[config.mk]
export PLATFORM = sky130hd
export DESIGN_NAME = prog_run_sequencer_flat
export DESIGN_NICKNAME = d
export VERILOG_FILES = /design/src/rtl/prog_run_pkg.sv /design/src/rtl/prog_run_sequencer_if.sv /design/src/rtl/prog_run_sequencer_sat_counter.sv /design/src/rtl/prog_run_sequencer.sv /design/src/flat_wrapper.sv
export SDC_FILE = /design/constraint.sdc
export NUM_CORES = 1
export LEC_CHECK = 0
export ABC_AREA = 0
export BUFFER_PORTS_ARGS = -buffer_cell sky130_fd_sc_hd__clkbuf_2
export CELL_PAD_IN_SITES_DETAIL_PLACEMENT = 2
export CELL_PAD_IN_SITES_GLOBAL_PLACEMENT = 2
export CORE_MARGIN = 2
export CORE_UTILIZATION = 40
export DETAILED_ROUTE_END_ITERATION = 8
export MAX_ROUTING_LAYER = met4
export PLACE_DENSITY = 0.92
export SYNTH_ARGS = -nofsm -noshare
export SYNTH_HDL_FRONTEND = slang
export SYNTH_SLANG_ARGS = --single-unit
[constraint.sdc]
create_clock -name Clk -period 5.6 [get_ports Clk]
set_input_delay 1.4 -clock Clk [delete_from_list [all_inputs] [get_ports Clk]]
set_output_delay 1.4 -clock Clk [all_outputs]
set_load 0.005 [all_outputs]
[src/rtl/prog_run_pkg.sv]
// Shared types and constants for the program-run sequencer: the FSM state
// encoding and the width and saturation value of the RUN cycle counter.
package prog_run_pkg;

  localparam int CNT_W = 16;
  localparam logic [CNT_W-1:0] CNT_MAX = {CNT_W{1'b1}};

  typedef enum logic [2:0] {
    S_IDLE   = 3'd0,
    S_LAUNCH = 3'd1,
    S_ARM    = 3'd2,
    S_RUN    = 3'd3,
    S_RECORD = 3'd4,
    S_DONE   = 3'd5,
    S_FAULT  = 3'd6
  } state_e;

endpackage

[src/rtl/prog_run_sequencer_if.sv]
// Bundles the host-side controls (Go/Abort), the core handshake
// (Start/Ack) and the status/result outputs of the sequencer.
// master: the sequencer side. slave: the host/core side.
interface prog_run_sequencer_if #(
  parameter int PW = 2
);
  import prog_run_pkg::*;

  logic             Go;
  logic             Abort;
  logic             Ack;
  logic             Start;
  logic [PW-1:0]    ProgIdx;
  logic             Busy;
  logic [CNT_W-1:0] CycleCount;
  logic             CountValid;
  logic             AllDone;
  logic             TimedOut;

  modport master (
    input  Go, Abort, Ack,
    output Start, ProgIdx, Busy, CycleCount, CountValid, AllDone, TimedOut
  );

  modport slave (
    output Go, Abort, Ack,
    input  Start, ProgIdx, Busy, CycleCount, CountValid, AllDone, TimedOut
  );

endinterface

[src/rtl/prog_run_sequencer_sat_counter.sv]
// Up-counter with synchronous clear, count enable and saturation at
// all-ones. Clear wins over enable. Used to time each program's RUN phase.
module sat_counter
  import prog_run_pkg::*;
#(
  parameter int W = CNT_W
) (
  input  logic         clk,
  input  logic         rst,
  input  logic         clr_i,
  input  logic         en_i,
  output logic [W-1:0] cnt_o
);

  logic [W-1:0] cnt_q;
  logic [W-1:0] cnt_d;

  // Next count: clear, else increment unless already saturated.
  always_comb begin
    // NOTE: default assignment first so every path assigns cnt_d; no latch.
    cnt_d = cnt_q;
    if (clr_i) begin
      cnt_d = '0;
    end else if (en_i && (cnt_q != {W{1'b1}})) begin
      cnt_d = cnt_q + 1'b1;
    end
  end

  // Count register with asynchronous reset.
  always_ff @(posedge clk or posedge rst) begin
    // NOTE: non-blocking assignment for state so all flops update together.
    if (rst) begin
      cnt_q <= '0;
    end else begin
      cnt_q <= cnt_d;
    end
  end

  assign cnt_o = cnt_q;

endmodule

[src/rtl/prog_run_sequencer.sv]
// Runs NUM_PROGS programs on the processor core back to back. Each launch
// holds Start for START_CYCLES cycles, spends one ARM cycle masking the Ack
// left over from the previous halt, then times the RUN phase until Ack or
// TIMEOUT. All outputs are registered; Ack never reaches Start through logic.
module prog_run_sequencer
  import prog_run_pkg::*;
#(
  parameter int               NUM_PROGS    = 3,
  parameter int               PW           = 2,
  parameter int               START_CYCLES = 2,
  parameter logic [CNT_W-1:0] TIMEOUT      = 16'hFFFF
) (
  input  logic                 Clk,
  input  logic                 Reset,
  prog_run_sequencer_if.master bus
);

  localparam int          LW          = (START_CYCLES > 1) ? $clog2(START_CYCLES) : 1;
  localparam logic [LW-1:0] LAST_LAUNCH = LW'(START_CYCLES - 1);
  localparam logic [PW-1:0] LAST_PROG   = PW'(NUM_PROGS - 1);

  state_e           state_q;
  logic [LW-1:0]    launch_cnt_q;
  logic [PW-1:0]    prog_idx_q;
  logic [CNT_W-1:0] cycle_count_q;
  logic             start_q;
  logic             busy_q;
  logic             count_valid_q;
  logic             all_done_q;
  logic             timed_out_q;

  logic [CNT_W-1:0] run_cnt;
  logic             run_clr;
  logic             run_en;

  // Counter is held at 0 throughout LAUNCH, so it leaves ARM at 0 and the
  // first RUN cycle reads 1.
  assign run_clr = (state_q == S_LAUNCH);
  assign run_en  = (state_q == S_ARM) || (state_q == S_RUN);

  sat_counter #(.W(CNT_W)) u_run_cnt (
    .clk   (Clk),
    .rst   (Reset),
    .clr_i (run_clr),
    .en_i  (run_en),
    .cnt_o (run_cnt)
  );

  // Sequencer FSM with registered Moore outputs updated alongside the state.
  always_ff @(posedge Clk or posedge Reset) begin
    if (Reset) begin
      state_q       <= S_IDLE;
      launch_cnt_q  <= '0;
      prog_idx_q    <= '0;
      cycle_count_q <= '0;
      start_q       <= 1'b0;
      busy_q        <= 1'b0;
      count_valid_q <= 1'b0;
      all_done_q    <= 1'b0;
      timed_out_q   <= 1'b0;
    end else begin
      count_valid_q <= 1'b0;
      case (state_q)
        S_IDLE, S_DONE, S_FAULT: begin
          // Abort beats Go; otherwise Go starts a fresh run from program 0.
          if (bus.Go && !bus.Abort) begin
            state_q      <= S_LAUNCH;
            prog_idx_q   <= '0;
            all_done_q   <= 1'b0;
            timed_out_q  <= 1'b0;
            launch_cnt_q <= '0;
            start_q      <= 1'b1;
            busy_q       <= 1'b1;
          end
        end
        default: begin
          if (bus.Abort) begin
            // Cancel: drop Start and Busy; results and flags stay as they are.
            state_q <= S_IDLE;
            start_q <= 1'b0;
            busy_q  <= 1'b0;
          end else begin
            case (state_q)
              S_LAUNCH: begin
                if (launch_cnt_q == LAST_LAUNCH) begin
                  state_q <= S_ARM;
                  start_q <= 1'b0;
                end else begin
                  launch_cnt_q <= launch_cnt_q + 1'b1;
                end
              end
              S_ARM: begin
                state_q <= S_RUN;
              end
              S_RUN: begin
                // Ack has priority over a timeout seen in the same cycle.
                if (bus.Ack) begin
                  cycle_count_q <= run_cnt;
                  count_valid_q <= 1'b1;
                  state_q       <= S_RECORD;
                end else if (run_cnt == TIMEOUT) begin
                  timed_out_q <= 1'b1;
                  busy_q      <= 1'b0;
                  state_q     <= S_FAULT;
                end
              end
              S_RECORD: begin
                if (prog_idx_q == LAST_PROG) begin
                  all_done_q <= 1'b1;
                  busy_q     <= 1'b0;
                  state_q    <= S_DONE;
                end else begin
                  prog_idx_q   <= prog_idx_q + 1'b1;
                  launch_cnt_q <= '0;
                  start_q      <= 1'b1;
                  state_q      <= S_LAUNCH;
                end
              end
              default: begin
                // Unused encoding: return to a quiet IDLE.
                state_q <= S_IDLE;
                start_q <= 1'b0;
                busy_q  <= 1'b0;
              end
            endcase
          end
        end
      endcase
    end
  end

  assign bus.Start      = start_q;
  assign bus.ProgIdx    = prog_idx_q;
  assign bus.Busy       = busy_q;
  assign bus.CycleCount = cycle_count_q;
  assign bus.CountValid = count_valid_q;
  assign bus.AllDone    = all_done_q;
  assign bus.TimedOut   = timed_out_q;

endmodule

[src/flat_wrapper.sv]
// flat-port wrapper written by rule: the top's interface ports become plain ports
module prog_run_sequencer_flat import prog_run_pkg::*;
#(
  parameter int               NUM_PROGS    = 3,
  parameter int               PW           = 2,
  parameter int               START_CYCLES = 2,
  parameter logic [CNT_W-1:0] TIMEOUT      = 16'hFFFF
)
  (Clk, Reset, bus_Go, bus_Abort, bus_Ack, bus_Start, bus_ProgIdx, bus_Busy, bus_CycleCount, bus_CountValid, bus_AllDone, bus_TimedOut);
  prog_run_sequencer_if #(.PW(PW)) bus_i ();
  input  logic Clk;
  input  logic Reset;
  input wire logic [$bits(bus_i.Go)-1:0] bus_Go;
  input wire logic [$bits(bus_i.Abort)-1:0] bus_Abort;
  input wire logic [$bits(bus_i.Ack)-1:0] bus_Ack;
  output wire logic [$bits(bus_i.Start)-1:0] bus_Start;
  output wire logic [$bits(bus_i.ProgIdx)-1:0] bus_ProgIdx;
  output wire logic [$bits(bus_i.Busy)-1:0] bus_Busy;
  output wire logic [$bits(bus_i.CycleCount)-1:0] bus_CycleCount;
  output wire logic [$bits(bus_i.CountValid)-1:0] bus_CountValid;
  output wire logic [$bits(bus_i.AllDone)-1:0] bus_AllDone;
  output wire logic [$bits(bus_i.TimedOut)-1:0] bus_TimedOut;
  assign bus_i.Go = bus_Go;
  assign bus_i.Abort = bus_Abort;
  assign bus_i.Ack = bus_Ack;
  assign bus_Start = bus_i.Start;
  assign bus_ProgIdx = bus_i.ProgIdx;
  assign bus_Busy = bus_i.Busy;
  assign bus_CycleCount = bus_i.CycleCount;
  assign bus_CountValid = bus_i.CountValid;
  assign bus_AllDone = bus_i.AllDone;
  assign bus_TimedOut = bus_i.TimedOut;
  prog_run_sequencer #(.NUM_PROGS(NUM_PROGS), .PW(PW), .START_CYCLES(START_CYCLES), .TIMEOUT(TIMEOUT)) u_core (.Clk(Clk), .Reset(Reset), .bus(bus_i));
endmodule
==> results <==
- At the end of the flow the core is filled with cells to 0.484.
- The depth of the worst hold-timing path is 1.
- The relative slew slack is 0.350.
- A synthesized cell averages 10.8 sq um.
- The number of fill cells in the layout is 539.
- In this run, CTS created clock tree buffers numbering 5.
- The pre-CTS worst setup slack is 2.59 ns.
- Of the total synthesized cell area, the portion taken by full adders, half adders and majority gates is 0.0207.
- The post-synth net total is 209.
- The die covers 6050 sq um.
- The combinational family with the most area after synthesis is compound AO/OA/AOI/OAI gates.
- The total power density per cell area is 444 nW/um^2.
- For this configuration, the core starts out at a cell density of 0.421.
- The H-tree generated during clock tree synthesis spans 2 levels.
- The worst setup path is launched from a primary input.
- The mean routed wirelength per cell is 19.8 microns.
- The worst setup path is captured at a flop.
- Dividing the detail-routed via count by the number of cells gives 5.71.
- The peak supply drop is 0.187 mV.
- The worst hold path belongs to the class flop to flop.
- The worst register-to-register path has a depth of 5.
- The number of antenna diodes in the final layout is 0.
- The total wire length after detailed routing is 5960 microns.
- Setup repair after global routing left no endpoint under its margin.
- The number of global-route vias before repair is 1891.
- The initial antenna violation count is 0.
- The shortest clock period the worst path allows after layout is 2.74 ns.
- The weighted congestion at the end of routability-driven global placement is 0.816.
- The area growth from synthesis to layout is 15.1%.
- Before antenna repair, the detailed router went through 6 iterations.
- The share of the Yosys chip area taken by registers is 0.495.
- The category of the most critical setup path is primary input to flop.
- In this run, synthesis inferred 0 flip-flops with an integrated enable.
- The clock reaches the later pin of the worst-skew pair after 0.30 ns.
- Counting every instance in the synthesized netlist gives 201.
- In the routed design, unresolved DRC markers number 0.
- The first routing iteration left 82 violations.
- The worst register-to-register path begins at u_core.state_q[1]$_DFFE_PP0P_.
- The total number of vias is 1720.
- Setup violations remaining at the end of the flow were counted as 0.
- The final clock period utilization by the worst path is 0.489.
- The peak fanout along the critical path is 15.
- The share of synthesized registers carrying an async set or reset is 1.00.
- The share of layout cells above drive strength 1 is 0.281.
- The post-synthesis share of cell area spent on xor and xnor gates is 0.0564.
- The area fraction in compound gates after synthesis is 0.156.
- 28 I/O pins were placed.
- Across the run, the number of max-cap violations was 0.
- The launch instance of the worst min-delay path is u_core.bus.CycleCount[1]$_DFFE_PP0P_.
- Of the post-synthesis cell area, the part taken by muxes is 0.0978.
- The maximum buffer depth of the clock tree is 2.
- Across every metal layer, demand over resource in global routing totals 0.225.
- The die span in x is 77.8 microns.
- The mapped netlist covers 2180 sq um.
- The wire length of the first global-routing pass is 10100 microns.
- The core footprint is 5170 sq um.
- The number of buffers inserted by post-CTS setup repair is 0.
- The share of synthesized cell area in and, or, nand and nor gates is 0.137.
- Among all flip-flop cells after synthesis, the most frequent one is dfrtp_1.
- In the final timing run, aggregate negative setup slack is 0 ns.
- Detailed placement finished with a half-perimeter wire length of 3970 microns.
- The global-route congestion overflow total is 0.
- The run finished with clean final reports.
- The post-layout net count is 238.
- On the final layout, the worst clock skew is 0.00685 ns.
- The number of antenna-violating nets in the routed design is 0.
- The clock transition time at the flip-flop clock pins of the worst setup and hold paths is 0.09 ns.
- At the worst endpoint, the required time is 5.79 ns.
- TritonCTS built the clock tree.
- During synthesis, Yosys emitted a total of 0 warnings.
- The synthesized netlist contains 50 unique library cells.
- The capture endpoint of the worst hold path is u_core.bus.CycleCount[1]$_DFFE_PP0P_.
- The slew at the pin closest to its max-slew limit is 0.975 ns.
- The sink count of the clock tree is 43.
- In this run the static leakage power is 1.15 nW.
- The number of pins with negative max-slew slack in the final report is 0.
- The root buffer cell chosen for the clock tree is clkbuf_8.
- In this run the critical register-to-register path is captured at u_core.state_q[0]$_DFFE_PP0P_.
- The top achievable clock speed is 0.365 GHz.
- Row generation in the floorplan step produced 26 rows.
- The maximum number of pins on one net before global-route repair is 44.
- Across all setup checks in the final design, the least slack found is 2.86 ns.
- The final number of hold-violating endpoints is 0.
- Synthesis inferred 43 register bits.
- After clock tree synthesis, the repair step resized 0 gates.
- The number of buffer cells added on primary ports is 27.
- Buffers inserted to repair hold after CTS numbered 0.
- STA puts the critical path data arrival time at 2.93 ns.
- The vertical die dimension is 77.8 microns.
- The worst reg-to-reg setup slack is 2.95 ns.
## cell families (layout without fill, tap and decap cells)
kind of cell,Yosys count,after routing
AO/OA/AOI/OAI,47,47
XOR/XNOR,14,14
buffers and inverters,18,48
flip-flops,43,43
AND/OR/NAND/NOR,57,57
adder cells (fa/ha/maj),3,3
multiplexers,19,19
## metrics by stage
| step | area, sq um | instances | hold WS [ns] | power (mW) |
|---|---|---|---|---|
| floorplan | 2180 | 201 | 0.484 | 0.721 |
| global placement | 2390 | 293 | 0.489 | 0.815 |
| detailed placement | 2390 | 293 | 0.497 | 0.844 |
| CTS | 2500 | 301 | 0.517 | 1.12 |
| global route | 2500 | 301 | 0.537 | 1.19 |
| finish | 2500 | 301 | 0.512 | 1.11 |
## Yosys cell counts, drive strengths merged (2+ instances only)
library cell  instances  area [sq um]
dfrtp                43          1080
mux2                 18           203
nor2                 17          63.8
nand2                12          45.0
a21oi                11          55.1
xnor2                10          87.6
inv                   9          33.8
a211oi                8          70.1
nand4                 7          43.8
o21ai                 7          35.0
buf                   5          33.8
clkbuf                4          15.0
xor2                  4          35.0
nand3                 3          15.0
or3                   3          18.8
or4                   3          22.5
a22oi                 2          15.0
a31oi                 2          12.5
and3                  2          12.5
ha                    2          25.0
nor2b                 2          12.5
nor3                  2          15.0
o21bai                2          26.3
o22ai                 2          12.5
## critical path, stage by stage
cell      delay [ns]
clkbuf_2        0.22
or2_2           0.34
a222oi_1        0.36
nand2_1         0.14
o21ai_0         0.11
mux2_2          0.35
## cell type report
type | count | area (sq um) | share of cell area
sequential | 43 | 1080 | 0.430
multi-input combinational | 140 | 1020 | 0.409
timing repair buffer | 31 | 165 | 0.0660
tap | 70 | 87.6 | 0.0350
clock buffer | 6 | 82.6 | 0.0330
clock inverter | 2 | 35.0 | 0.0140
inverter | 9 | 33.8 | 0.0135
## worst max path at each step
stage | start | end | depth (start not counted)
floorplan | bus_Abort | u_core.bus.Start$_DFFE_PP0P_ | 5
global placement | bus_Abort | u_core.bus.Start$_DFFE_PP0P_ | 6
detailed placement | bus_Abort | u_core.state_q[0]$_DFFE_PP0P_ | 6
CTS | bus_Abort | u_core.state_q[0]$_DFFE_PP0P_ | 6
global route | u_core.state_q[1]$_DFFE_PP0P_ | u_core.bus.ProgIdx[0]$_DFFE_PP0P_ | 5
finish | bus_Abort | u_core.bus.Start$_DFFE_PP0P_ | 6
## flip-flops by register name (all words and copies together) (netlist names)
signal,count
u_core.launch_cnt_q,1
u_core.bus.TimedOut,1
u_core.bus.Start,1
u_core.bus.AllDone,1
u_core.bus.ProgIdx,2
u_core.state_q,3
u_core.bus.Busy,1
u_core.u_run_cnt.cnt_o,16
u_core.bus.CountValid,1
u_core.bus.CycleCount,16
## cell usage in the layout (no fill, tap or decap), types with 7 or more instances in the layout
master    Yosys  final
dfrtp_1      43     43
clkbuf_2      0     27
mux2_2       18     18
nor2_1       17     17
nand2_1      12     12
a21oi_1      11     11
xnor2_1      10     10
inv_1         9      9
nand4_1       7      7
o21ai_0       7      7
## metal layers
metal,vias up,global-route usage,wire [microns]
met2,26,0.386,3160
met3,7,0.0384,136
met1,902,0.273,2590
met5,-,-,0
li1,785,-,-
met4,0,0.0661,76
## power breakdown
| group | internal (mW) | total [mW] | leakage, nW | switching, mW |
|---|---|---|---|---|
| Sequential | 0.363 | 0.455 | 0.582 | 0.0918 |
| Clock | 0.144 | 0.258 | 0.0612 | 0.113 |
| Combinational | 0.168 | 0.399 | 0.502 | 0.231 |
(Power assumes the default switching activity.)
